### config.mk
export PLATFORM = sky130hd
export DESIGN_NAME = uart_tx_arbiter
export DESIGN_NICKNAME = d
export VERILOG_FILES = /design/src/rtl/uart_tx_arbiter.sv
export SDC_FILE = /design/constraint.sdc
export NUM_CORES = 1
export LEC_CHECK = 0
export CORE_ASPECT_RATIO = 1.2
export CORE_UTILIZATION = 52
export CTS_BUF_LIST = sky130_fd_sc_hd__clkbuf_4 sky130_fd_sc_hd__clkbuf_8
export CTS_CLUSTER_SIZE = 10
export DETAILED_ROUTE_END_ITERATION = 6
export PLACE_DENSITY_LB_ADDON = 0.1
export SLEW_MARGIN = 20
export SYNTH_ARGS = -nofsm -noshare
export SYNTH_HDL_FRONTEND = slang
export SYNTH_SLANG_ARGS = --single-unit
export TNS_END_PERCENT = 20
### constraint.sdc
create_clock -name CLK -period 3.9 [get_ports CLK]
set_input_delay 0.39 -clock CLK [delete_from_list [all_inputs] [get_ports CLK]]
set_output_delay 0.39 -clock CLK [all_outputs]
set_load 0.1 [all_outputs]
### src/rtl/uart_tx_arbiter.sv
// Round-robin arbiter sharing one uart_tx byte transmitter among NREQ requesters,
// with packet locking on non-LAST bytes and an idle lock timeout.
module uart_tx_arbiter #(
  parameter int NREQ         = 4,
  parameter int LOCK_TIMEOUT = 255,
  parameter int TW           = 8
) (
  input  logic              CLK,
  input  logic              RST,
  input  logic [NREQ-1:0]   REQ,
  input  logic [8*NREQ-1:0] REQ_DATA,
  input  logic [NREQ-1:0]   REQ_LAST,
  output logic [NREQ-1:0]   ACK,
  output logic [NREQ-1:0]   GRANT,
  output logic              LOCKED,
  output logic              TX_START,
  output logic [7:0]        TX_DATA,
  input  logic              TX_BUSY,
  output logic [1:0]        DBG_STATE
);

  // Handshake: a requester holds REQ/REQ_DATA/REQ_LAST stable until it sees its
  // one-cycle ACK; the byte is taken on the edge that raises ACK, and the
  // requester may present its next byte on the following edge.

  localparam int PW = (NREQ > 1) ? $clog2(NREQ) : 1;
  localparam logic [TW-1:0] TO_LAST = (LOCK_TIMEOUT > 0) ? TW'(LOCK_TIMEOUT - 1) : '0;

  typedef enum logic [1:0] {
    S_IDLE  = 2'd0,
    S_START = 2'd1,
    S_BUSY  = 2'd2
  } state_e;

  state_e          state_q, state_d;
  logic            guard_q, guard_d;
  logic [PW-1:0]   ptr_q, ptr_d;
  logic [TW-1:0]   cnt_q, cnt_d;
  logic [NREQ-1:0] ack_q, ack_d;
  logic [NREQ-1:0] grant_q, grant_d;
  logic            locked_q, locked_d;
  logic            start_q, start_d;
  logic [7:0]      data_q, data_d;

  logic            win_found;
  logic [PW-1:0]   win_idx;

  // The pointer always names the last winner, so it doubles as the lock owner.
  always_comb begin
    int cand;
    cand      = 0;
    win_found = 1'b0;
    win_idx   = '0;
    if (locked_q) begin
      win_found = REQ[ptr_q];
      win_idx   = ptr_q;
    end else begin
      for (int off = 1; off <= NREQ; off++) begin
        cand = (int'(ptr_q) + off) % NREQ;
        if (!win_found && REQ[cand]) begin
          win_found = 1'b1;
          win_idx   = cand[PW-1:0];
        end
      end
    end
  end

  always_comb begin
    state_d  = state_q;
    guard_d  = guard_q;
    ptr_d    = ptr_q;
    cnt_d    = cnt_q;
    ack_d    = ack_q;
    grant_d  = grant_q;
    locked_d = locked_q;
    start_d  = start_q;
    data_d   = data_q;
    case (state_q)
      S_IDLE: begin
        if (!TX_BUSY && win_found) begin
          data_d   = REQ_DATA[8*int'(win_idx) +: 8];
          start_d  = 1'b1;
          ack_d    = NREQ'(1) << win_idx;
          grant_d  = NREQ'(1) << win_idx;
          ptr_d    = win_idx;
          locked_d = ~REQ_LAST[win_idx];
          cnt_d    = '0;
          state_d  = S_START;
        end else if (locked_q && (LOCK_TIMEOUT > 0)) begin
          if (REQ[ptr_q]) begin
            cnt_d = '0;
          end else if (cnt_q == TO_LAST) begin
            locked_d = 1'b0;
            cnt_d    = '0;
          end else begin
            cnt_d = cnt_q + TW'(1);
          end
        end
      end
      S_START: begin
        start_d = 1'b0;
        ack_d   = '0;
        guard_d = 1'b1;
        state_d = S_BUSY;
      end
      S_BUSY: begin
        // uart_tx may not have raised TX_BUSY yet on the first BUSY cycle.
        if (guard_q) begin
          guard_d = 1'b0;
        end else if (!TX_BUSY) begin
          state_d = S_IDLE;
        end
      end
      default: state_d = S_IDLE;
    endcase
  end

  always_ff @(posedge CLK) begin
    if (RST) begin
      state_q  <= S_IDLE;
      guard_q  <= 1'b0;
      ptr_q    <= PW'(NREQ - 1);
      cnt_q    <= '0;
      ack_q    <= '0;
      grant_q  <= '0;
      locked_q <= 1'b0;
      start_q  <= 1'b0;
      data_q   <= '0;
    end else begin
      state_q  <= state_d;
      guard_q  <= guard_d;
      ptr_q    <= ptr_d;
      cnt_q    <= cnt_d;
      ack_q    <= ack_d;
      grant_q  <= grant_d;
      locked_q <= locked_d;
      start_q  <= start_d;
      data_q   <= data_d;
    end
  end

  assign ACK       = ack_q;
  assign GRANT     = grant_q;
  assign LOCKED    = locked_q;
  assign TX_START  = start_q;
  assign TX_DATA   = data_q;
  assign DBG_STATE = state_q;

endmodule
* Word level (Yosys, flattened, before mapping) *
Cells that the tools add are included.

word-level totals
  input bits = 43
  flip-flop bits (word level) = 31
  output and inout bits = 20
  word-level logic and storage cells = 99

operators by class
  $add $sub $neg = 5
  muxes and demuxes = 46
  shift-type cells = 2
  bitwise operators = 5
  order comparisons = 6
  equal/unequal tests = 6
  reduce and logical (&&, ||, !) cells = 20

operator list
  kind                                                count
  2-to-1 mux 8 bit                                    4
  variable part select 32 x 6 -> 8 bit                1
  2-to-1 mux 1 bit                                    23
  < comparator 3 x 4 -> 1 bit, second input constant  4
  2-to-1 mux 2 bit                                    8
  binary-select mux 1 bit (select 2 bit)              6
  adder 8 x 1 -> 8 bit, second input constant         1
  equality test 8 bit, second input constant          1
  case mux 4 bit (2 select lines)                     1
  OR reduction 2 bit                                  4
  < comparator 2 x 3 -> 1 bit, second input constant  2
  != test 2 bit, second input constant                3
  case mux 2 bit (3 select lines)                     1
  AND reduction 2 bit                                 3
  nonzero test 2 bit                                  3
  adder 2 x 1 -> 2 bit, second input constant         2
  adder 2 bit, second input constant                  2
  bitwise AND 1 bit, first input constant             4
  logical AND 1 bit                                   4
  zero test 1 bit                                     4
  2-to-1 mux 4 bit                                    1
  case mux 1 bit (2 select lines)                     2
  << shifter 1 x 2 -> 4 bit, first input constant     1
  AND reduction 3 bit                                 1
  4 further kinds                                     4

* Depth between registers and ports, before layout *
  word-level depth = 24
  depth in mapped cells = 8
  gate-level depth less buffers = 7

* Worst setup path after synthesis *
OpenSTA, ideal clock, no wires.

  path kind = flip-flop to flip-flop
  start point = register locked_q, in the netlist LOCKED
  end point = register data_q[3], in the netlist TX_DATA[3]
  stages on the path, launching flop included = 9
  setup slack = 1.365 ns
  required time = 3.778 ns
  path buffers = 2
  arrival time = 2.413 ns
  setup time = 0.122 ns
  clock period less this slack = 2.535 ns
  cell sequence = dfxtp_1 -> buf_2 -> inv_1 -> o31a_1 -> nand3_2 -> nand2_4 -> buf_12 -> mux2_2 -> a221o_1

on the way
  cells in the longest elaborated chain, start to end = 3
  elaborated cells on any way between the ends = 5
  classes of those cells = shift: 1; mux: 2; reduce/logical: 2

RTL lines
  item                                                                                          RTL line  source
  start, declared                                                                               41        logic locked_q, locked_d;
  start signal, assigned                                                                        136       locked_q <= locked_d;
  parallel branches: the longest is 3 deep, another holds variable part select 32 x 6 -> 8 bit  n/a
  end signal, assigned                                                                          138       data_q <= data_d;
  end, declared                                                                                 43        logic [7:0] data_q, data_d;

Several ways; the timed one is not identified.
A chain may end at the register's enable or synchronous reset.

* Final worst setup path *
  start point = input REQ[0]
  end point = register data_q[6], in the netlist TX_DATA[6]

on the way
  cells in the longest elaborated chain, start to end = 19
  elaborated cells on any way between the ends = 36
  classes of those cells = shift: 1; mux: 27; reduce/logical: 8

RTL lines
  item                                                                                             RTL line  source
  start, declared                                                                                  10        input logic [NREQ-1:0] REQ,
  parallel branches: the longest is 19 deep, another holds binary-select mux 1 bit (select 2 bit)  n/a

Several ways; the timed one is not identified. The select of a mux whose other input is x is not followed.

==> impl_metrics.py <==
metrics = {
    "run_status": {
        "status": "finished clean",
    },
    "grt": {
        "grt_antenna_before_repair": 0,
        "grt_pass1_wl_microns": 8800,
        "grtUsageTotal_pct": 27.7,
        "grt.overflow.total": 0,
        "grt_start_max_net_pins": 20,
        "grt_pass1_vias": 1862,
    },
    "synthesis": {
        "synth_fp_nets": 278,
        "synth.area.top_cells": "dfxtp_1 31%, nand3_1 4.5%, mux2_2 4.5%",
        "syn_avg_cell_area_sq_um": 8.73,
        "synth_top_area_cell": "dfxtp_1",
        "ys_ff_latch": 31,
        "syn_area_sq_mm": 0.00200,
        "synth_edf_count": 0,
        "synthFlopType": "dfxtp_1",
        "synth_cell_types": 56,
        "synthCells": 229,
        "yosysTopAreaCellShare_pct": 31.1,
        "async_reset_ff_share_pct": 0,
        "ys_seq_area_share_pct": 31.1,
        "yosysWarnings": 0,
    },
    "sta": {
        "max_freq_mhz": 358,
        "slew_headroom_pct": 34.3,
        "worstMarginPinSlew_ns": 0.983,
        "min_period_over_period_pct": 71.6,
        "rsz0062_at_grt": "false",
        "final.min_clock_period_ns": 2.79,
        "setup_viol": 0,
        "tns_ns": 0,
        "skew_ns": 0.00716,
        "finalHoldViolCount": 0,
        "slew_violations": 0,
    },
    "critical_path": {
        "slowest_delay_ns": 0.69,
        "crit_fanout": 12,
        "crit_buf_inv": 1,
        "crit_arrival_ns": 2.96,
        "crit_slowest_cell": "clkdlybuf4s50_1",
        "endpoint_kind": "register",
        "path_cells": "clkdlybuf4s50_1, nor2b_1, o21a_1, o31ai_1, and2_1, nor2_1, a221o_1",
        "reg2reg_slack_ns": 1.24,
        "start_kind": "primary input",
        "r2r-end": "TX_DATA[6]",
        "crit_type": "in2reg",
        "r2r_cells": 6,
        "crit_family": "compound AO/OA/AOI/OAI gates",
        "r2r_start": "ptr_q[1]",
        "cp_data_required_time_ns": 4.07,
    },
    "power_and_ir_drop": {
        "power.static_leakage_nw": 1.00,
        "irDropWorstVdd_mv": 0.665,
        "p_per_area_mw_per_mm2": 904,
        "p_total_w": 0.00246,
    },
    "floorplanning": {
        "die-area_sq_mm": 0.00410,
        "die_x_microns": 58.6,
        "floorplan.rows": 24,
        "start_util_pct": 54.5,
        "fp.dieH_microns": 69.9,
        "core_area_sq_mm": 0.00366,
        "ioPinCount": 63,
    },
    "cells_and_area": {
        "drive_gt1_share_pct": 10.1,
        "final_nets": 335,
        "syn_to_final_growth_pct": 36.2,
        "final_common_cell": "clkdlybuf4s50_1",
        "mostFrequentLayoutCells": "62 x clkdlybuf4s50_1, 31 x dfxtp_1, 18 x nor2_1, 18 x nand3_1, 14 x nand2_1",
        "final_cells": 339,
        "n_antenna_cell": 0,
    },
    "detailed_routing": {
        "drtAntennaViolNets": 0,
        "vias": 1987,
        "drt_iter0_markers": 102,
        "vias_per_cell": 5.86,
        "first_pass_iters": 4,
        "drcViolationCount": 0,
        "wl_per_cell_microns": 15.1,
        "totalWireLength_microns": 5130,
    },
    "clocking": {
        "holdBufCountCts": 0,
        "cts_sinks": 31,
        "clock_path_buffers": 2,
        "cts-root-buf": "clkbuf_8",
        "cts-resized-gates": 0,
        "cts_setup_buffers": 0,
        "htree_levels": 2,
        "insertion_delay_ns": 0.29,
        "cts_buffers": 5,
        "tritoncts": "done",
        "clk_pin_slew_worst_paths_ns": 0.07,
    },
    "placement": {
        "port_buffers": 62,
        "dp_hpwl_microns": 3670,
        "finalWeightedCongestion": 0.849,
        "dpl.cell_count": 331,
    },
    "hold_path": {
        "hold_depth": 2,
        "worstHoldPathType": "reg2reg",
        "min_from": "GRANT[0]",
        "worst_hold_path.endpoint": "GRANT[0]",
    },
    "job": {
        "cap_violations": 0,
    },
}
## metrics by stage
stage	setup WS, ns	util (%)	hold slack [ns]	cell area, sq um
2_1_floorplan	1.37	-	0.448	2000
3_5_place_dp	0.909	71.1	0.453	2600
6_report	1.11	74.3	0.462	2720
4_1_cts	1.17	74.3	0.466	2720
3_3_place_gp	0.955	71.1	0.445	2600
5_1_grt	0.925	74.3	0.480	2720
## worst reg2reg max path, stage by stage (launching register included)
cell,delay [ns]
dfxtp_1,0.57
mux4_1,0.65
inv_1,0.14
o31ai_1,0.14
and2_1,0.32
nor2_1,0.49
a221o_1,0.28
## cell type report
class,count,area [sq um]
clock buffers,6,82.6
multi-input cells,175,1260
clock inverters,2,35.0
inverters,11,41.3
flip-flops and latches,31,621
well taps,52,65.1
fillers,309,942
repair buffers,62,621
## state kept, by name, indices dropped and copies added, names as in the netlist
signal,count
TX_DATA,8
cnt_q,8
ACK,4
GRANT,4
DBG_STATE,2
ptr_q,2
LOCKED,1
TX_START,1
guard_q,1
## cell usage after synthesis (2+ instances only)
library cell	number
nor2_1	18
o211ai_1	2
a211o_1	2
and3_1	2
buf_2	3
o31ai_1	2
a21o_1	2
nand3_2	2
xnor2_1	5
o21a_1	2
a311oi_1	2
a221o_1	8
nor3_1	4
a31oi_1	4
buf_4	2
nand4_1	4
nand2_1	14
mux2i_1	4
dfxtp_1	31
inv_1	11
clkbuf_1	5
nor2b_1	3
a21oi_1	12
a211oi_1	11
or4_1	2
nor3b_1	2
ha_1	6
nand3_1	18
mux2_2	8
o21ai_0	11
o31a_1	2
## worst max path at each step
| stage | to | depth (start not counted) | slack, ns | from |
|---|---|---|---|---|
| floorplan | TX_DATA[3] | 8 | 1.37 | LOCKED |
| global placement | TX_DATA[0] | 7 | 0.96 | REQ[2] |
| detailed placement | TX_DATA[3] | 7 | 0.91 | REQ[2] |
| CTS | TX_DATA[6] | 7 | 1.17 | REQ[0] |
| global route | TX_DATA[6] | 7 | 0.92 | REQ[0] |
| finish | TX_DATA[6] | 7 | 1.11 | REQ[0] |
## logic make-up after synthesis
family	count (synthesis)	share of synthesized area, %
AOI/OAI and AO/OA	70	26.9
DFF	31	31.1
buffers and inverters	23	6.07
and+or+nand+nor	81	22.2
adders and majority gates	6	3.76
xor gates and xnor gates	5	2.19
muxes	13	7.83
## power breakdown
| part | total, W | internal [W] | switching (W) |
|---|---|---|---|
| logic | 0.00159 | 0.000476 | 0.00112 |
| clock network | 0.000333 | 0.000207 | 0.000126 |
| registers | 0.000533 | 0.000423 | 0.000110 |
## metal layers
| layer | up-vias | track usage [%] | wire length, microns |
|---|---|---|---|
| li1 | 982 | - | - |
| met1 | 935 | 36.8 | 2240 |
| met2 | 62 | 45.2 | 2610 |
| met3 | 8 | 4.81 | 213 |
| met4 | 0 | 8.73 | 71 |
| met5 | - | 0 | 0 |
(Power assumes the default switching activity.)
